### src/rtl/rx_frame_checker_sat_counter.sv
// Saturating up-counter with synchronous clear; clear wins over increment.
module sat_counter #(
  parameter int unsigned WIDTH = 16
) (
  input  logic             Clock,
  input  logic             ResetN,
  input  logic             Inc,
  input  logic             Clr,
  output logic [WIDTH-1:0] Count
);

  always_ff @(posedge Clock or negedge ResetN) begin
    if (!ResetN) begin
      Count <= '0;
    end else if (Clr) begin
      Count <= '0;
    end else if (Inc && (Count != {WIDTH{1'b1}})) begin
      Count <= Count + WIDTH'(1);
    end
  end

endmodule

### config.mk
export PLATFORM = sky130hd
export DESIGN_NAME = sat_counter
export DESIGN_NICKNAME = d
export VERILOG_FILES = /design/src/rtl/rx_frame_checker_sat_counter.sv
export SDC_FILE = /design/constraint.sdc
export NUM_CORES = 1
export LEC_CHECK = 0
export BUFFER_PORTS_ARGS = -buffer_cell sky130_fd_sc_hd__buf_2
export CAP_MARGIN = 30
export CELL_PAD_IN_SITES_DETAIL_PLACEMENT = 0
export CELL_PAD_IN_SITES_GLOBAL_PLACEMENT = 1
export CORE_MARGIN = 2
export CORE_UTILIZATION = 40
export CTS_CLUSTER_SIZE = 24
export DETAILED_ROUTE_END_ITERATION = 10
export PLACE_DENSITY_LB_ADDON = 0.1
export SLEW_MARGIN = 25
export SYNTH_ARGS = -nofsm -noshare
export SYNTH_HDL_FRONTEND = slang
export SYNTH_SLANG_ARGS = --single-unit
export TNS_END_PERCENT = 5
### constraint.sdc
create_clock -name Clock -period 2.25 [get_ports Clock]
set_input_delay 0 -clock Clock [delete_from_list [all_inputs] [get_ports Clock]]
set_output_delay 0 -clock Clock [all_outputs]
set_load 0.005 [all_outputs]
==> results of run 1 <==
through the flow:
stage	setup WS (ns)	hold WS, ns	utilization (%)	cells
floorplan	0.495	-0.296	-	98
global placement	0.395	-0.0610	47.6	141
detailed placement	0.346	-0.0551	47.6	141
CTS	0.330	0.131	49.5	146
global route	0.217	0.146	49.5	146
finish	0.340	0.145	49.5	146
routing by layer:
metal	share of wire, %	up-vias
met5	0	-
met4	0.78	0
met3	3.5	2
met2	47	16
met1	48	426
li1	-	424
cell families after synthesis:
logic type / Yosys count / synth area share, %
buffers and inverters: 8 / 3.98
adders and majority gates: 1 / 1.33
DFF: 16 / 42.5
and+or+nand+nor: 45 / 31.2
AOI/OAI and AO/OA: 24 / 16.2
muxes: 4 / 4.78
layout make-up:
cell class | count | area, um^2 | share of cell area, %
inverters | 3 | 11.3 | 1.03
repair buffers | 22 | 123 | 11.2
multi-input cells | 74 | 504 | 46.0
flip-flops and latches | 16 | 400 | 36.5
clock buffers | 3 | 22.5 | 2.05
well taps | 28 | 35.0 | 3.20
where the power goes:
part | internal [mW] | switching (mW)
registers | 0.290 | 0.00340
clock network | 0.0621 | 0.0885
logic | 0.0105 | 0.0228
worst max-delay path: cells and delay by family, from the launching register on:
family	cells	cell delay (ns)
AO/OA/AOI/OAI	1	0.15
adder cells (fa/ha/maj)	1	0.26
buffers and inverters	1	0.18
flip-flops	1	0.44
AND/OR/NAND/NOR	3	0.80
cell usage after synthesis (all sizes together):
cell type / count
a211oi: 1
inv: 3
buf: 1
a21oi: 11
nor2b: 4
nand2: 6
nor3: 1
and4: 2
clkbuf: 4
or3: 3
ha: 1
nor4: 5
o211ai: 1
nand3: 3
and3: 2
mux2: 4
nand3b: 1
dfrtp: 16
o21ai: 4
nand4: 7
o31ai: 7
nor2: 4
or4: 7
worst min path at each step:
stage / slack, ns / end / startpoint / cells after the start
floorplan: -0.30 / Count[0] / ResetN / 0
global placement: -0.06 / Count[15] / ResetN / 1
detailed placement: -0.06 / Count[15] / ResetN / 1
CTS: 0.13 / Count[3] / Clr / 2
global route: 0.15 / Count[6] / Clr / 2
finish: 0.15 / Count[12] / Clr / 2
layout by cell type (no fill, tap or decap), types with 2 or more instances in the layout:
cell,n
or4_1,5
or4_2,2
and3_1,2
dlygate4sd3_1,2
nor2_1,4
nor2b_1,4
buf_2,19
o21ai_1,3
dfrtp_1,16
nand4_1,6
nand2_1,6
a21oi_1,11
nand3_1,3
o31ai_1,7
nor4_1,4
or3_1,2
clkbuf_4,3
inv_1,3
mux2_1,4
and4_2,2
==> results.md, run 1 <==
- Worst Path Arrival: 2.12 ns
- Worst path max stage delay: 0.61 ns
- Worst-Margin Slew: 0.572 ns
- Max Slew Vio Count: 0
- Distinct cell type count after synthesis: 28
- Initial DRC count: 9
- Worst VDD drop: 250 uV
- Critical path endpoint category: flop
- Num Clock Sinks: 16
- Final setup TNS: 0 ns
- Final instance area: 0.00110 mm^2
- Reg2Reg Capture Point: Count[3]
- Layout Skew: 0.00192 ns
- Total Wirelength: 2180 um
- Port Buf Inserts: 19
- M3 GR Usage: 3.43%
- Worst path required time: 2.46 ns
- Clk root buf: clkbuf_4
- Vias per cell: 5.95
- Register area share after synthesis: 42.5%
- Synth area leaders: dfrtp_1, a21oi_1, o31ai_1
- Crit Reg-Reg Startpoint: Count[0]
- Max stage delay cell, worst path: or4_2
- Die area: 0.00276 mm^2
- Area growth syn-to-layout: 16.3%
- Outcome: completed
- Number of diodes: 0
- R2R cell count: 6
- Maximum fanout along the worst path: 13
- TritonCTS Buffers: 3
- Starting density of the core: 42.6%
- CTS Hold Bufs: 2
- H-tree lvl count: 1
- Synth top area share: 42.5%
- Slew Limit Headroom: 61.8%
- Beginning of the critical path: Count[0]
- FILL cells: 222
- YS warnings: 0
- Bufs on Longest Clock Path: 2
- Initial antenna violation count: 0
- Clk_lat worst skew: 0.28 ns
- Placed Area: 0.00105 mm^2
- Setup-failing EPs final: 0
- Routed wire length per instance: 14.9 um
- Final Net Count: 125
- Leak pwr: 0.499 nW
- Via Count: 868
- Synth area leader: dfrtp_1
- CTS resizes: 0
- Fin crit period: 1.91 ns
- GRT Util Overall: 18.2%
- Pwr Density: 435 mW/mm^2
- Number of detailed-route iterations in the first pass: 4
- Setup crit start kind: flop
- Final period util: 84.9%
- Post-route ant nets: 0
- Die Width: 52.5 um
- Synth Cell Area: 942 um^2
- F_max: 524 MHz
- Clk slew on worst S/H paths: 0.09 ns
- R2r setup slk: 0.34 ns
- Tot Pwr: 0.477 mW
- Num rows: 17
- Met2 usage: 27.5%
- Busiest metal layer after global routing: met2
- Number of hold violations in the final report: 0
- Syn Inst Count: 98
- Top flop regs: Count: 16 flops
- Met1 Use GR: 25.4%
- Critical Path Sink: Count[3]
- Fraction of layout cells with a size suffix above 1: 27.1%
- RD Place Congestion: 0.755
- Syn_area_per_cell: 9.61 um^2
- Synth Register Bits: 16
- Largest net degree at the start of global routing: 23
- Post-CTS setup buffers: 0
- Worst min path class: in -> reg
- Post-route DRC: 0
- CTS tree: yes
- Post-synthesis net count: 103
- DP Wirelength: 1520 um
- First-pass GRT wire length: 3570 um
- Vias in the first global route: 762
- Largest register FFs: 16
- Max Cap Violations: 0
- Ports: 20
- Unrepaired setup endpoints after global routing: no
- Core area: 0.00221 mm^2
- Setup Crit Path Kind: reg -> reg
- Die Span Y: 52.5 um
- Critical path, cell by cell: ha_1 > nand4_2 > nor4_4 > buf_4 > or4_2 > a21oi_1
- Total grt overflow: 0
- Top reg by flops: Count
Power figures use the tool's default switching activity.
==> run 2: changes to the inputs <==
- clock period: 2.25 -> 1.84 ns (I/O delays scaled with it)
==> results.md, run 2 (synthesized netlist as in run 1, its figures left out) <==
- Outcome: completed
- Initial DRC count: 22
- CTS tree: yes
- Tot Pwr: 0.638 mW
- Layout Skew: 0.00246 ns
- Top reg by flops: Count
- Maximum fanout along the worst path: 6
- Slew Limit Headroom: 60.1%
- R2r setup slk: 0.04 ns
- Worst-Margin Slew: 0.598 ns
- Setup crit start kind: flop
- Die Span Y: 52.5 um
- F_max: 557 MHz
- Core area: 0.00221 mm^2
- First-pass GRT wire length: 4040 um
- Commonest non-fill, non-tap cell in the layout: buf_2
- Num Clock Sinks: 16
- Largest register FFs: 16
- Die Width: 52.5 um
- Setup Crit Path Kind: reg -> reg
- H-tree lvl count: 1
- Reg2Reg Capture Point: Count[3]
- Die area: 0.00276 mm^2
- Largest net degree at the start of global routing: 23
- Bufs on Longest Clock Path: 2
- Number of diodes: 0
- DP Wirelength: 1750 um
- Area growth syn-to-layout: 30.9%
- Number of hold violations in the final report: 0
- Worst VDD drop: 341 uV
- Vias in the first global route: 900
- Number of detailed-route iterations in the first pass: 4
- Total grt overflow: 0
- Max Cap Violations: 0
- Post-route ant nets: 0
- Worst Path Arrival: 2.01 ns
- R2R cell count: 6
- Final Net Count: 141
- DR WL met2: 1210 um
- Total Wirelength: 2390 um
- FILL cells: 226
- Worst path max stage delay: 0.60 ns
- Final period util: 97.6%
- Via Count: 939
- Hold Path End: Count[1]
- Critical path, cell by cell: ha_1 > nand4_2 > nor4_4 > buf_4 > or4_2 > a21oi_1
- Fraction of layout cells with a size suffix above 1: 37.8%
- Max stage delay cell, worst path: or4_2
- Clk_lat worst skew: 0.28 ns
- Fin crit period: 1.80 ns
- Clk slew on worst S/H paths: 0.10 ns
- Hold path cells: 3
- Met1 Wirelength: 1050 um
- Min-delay src: Inc
- Most frequent cells in the layout: buf_2, buf_4, dfrtp_1
- Vias per cell: 5.76
- Setup-failing EPs final: 0
- Beginning of the critical path: Count[0]
- Max Slew Vio Count: 0
- Num rows: 17
- Leak pwr: 0.593 nW
- Worst min path class: in -> reg
- Ports: 20
- Routed wire length per instance: 14.6 um
- Top flop regs: Count: 16 flops
- GRT Util Overall: 20.1%
- Initial antenna violation count: 0
- Critical path endpoint category: flop
- Worst path required time: 2.05 ns
- Post-route DRC: 0
- Top routing layer in use: met4
- Starting density of the core: 42.6%
- Met3 WL: 110 um
- TritonCTS Buffers: 3
- Unrepaired setup endpoints after global routing: yes
- Pwr Density: 517 mW/mm^2
- Clk root buf: clkbuf_4
- RD Place Congestion: 0.763
- Final setup TNS: 0 ns
- Crit Reg-Reg Startpoint: Count[0]
- Port Buf Inserts: 19
[run 2: changes by cell type in the layout (fill, tap and decap cells not counted)]
cell | previous run | this run
nor4_1 | 4 | 3
dlygate4sd3_1 | 2 | 1
buf_4 | 1 | 18
nor4_2 | 0 | 1
clkbuf_8 | 0 | 1
[run 2: worst max-delay path by stage]
stage | slack [ns] | cells after the start | endpoint
CTS | 0.005 | 6 | Count[3]
finish | 0.04 | 6 | Count[3]
global route | -0.05 | 6 | Count[3]
global placement | 0.06 | 5 | Count[11]
floorplan | 0.09 | 5 | Count[15]
detailed placement | 0.02 | 7 | Count[4]
[run 2: report_power, final]
| part | leakage, nW | internal, mW | switching, mW | total (mW) |
|---|---|---|---|---|
| clock | 0.0210 | 0.120 | 0.112 | 0.232 |
| combinational | 0.350 | 0.0161 | 0.0321 | 0.0483 |
| sequential | 0.222 | 0.355 | 0.00241 | 0.357 |
| total | 0.593 | 0.491 | 0.147 | 0.638 |
[run 2: timing repair]
action | 4_1_cts | 5_1_grt
setup endpoints to repair | 1 | 10
buffers inserted | 0 | 2
hold endpoints to repair | 16 | 0
hold buffers | 1 | 0
pin swaps | 1 | 1
resized for setup | 0 | 1
[run 2: layout make-up]
class	count	area [um^2]	area share [%]
Timing Repair Buffer	38	240	19.5
Inverter	3	11.3	0.913
Clock buffer	4	36.3	2.94
Sequential cell	16	400	32.5
Multi-Input combinational cell	74	510	41.4
Tap cell	28	35.0	2.84
[run 2: per-stage QoR]
step	hold slack (ns)	util, %	cells	setup slack (ns)	area, um^2
floorplan	-0.296	-	98	0.0852	942
global placement	-0.0570	52.7	156	0.0623	1170
detailed placement	-0.0618	52.7	156	0.0183	1170
CTS	0.00748	54.8	161	0.00485	1210
global route	0.0311	55.8	163	-0.0520	1230
finish	0.0142	55.8	163	0.0432	1230
[run 2: critical path, delay by kind of cell (launching register included)]
family,cells,cell delay [ns]
AND/OR/NAND/NOR,3,0.78
flip-flops,1,0.41
adder cells (fa/ha/maj),1,0.24
buffers and inverters,1,0.16
AO/OA/AOI/OAI,1,0.16
[run 2: routing by layer]
| metal | global-route usage [%] | vias up |
|---|---|---|
| met4 | 7.69 | 0 |
| met2 | 35.2 | 29 |
| met3 | 3.43 | 2 |
| met1 | 24.3 | 452 |
| li1 | - | 456 |
| met5 | 0 | - |
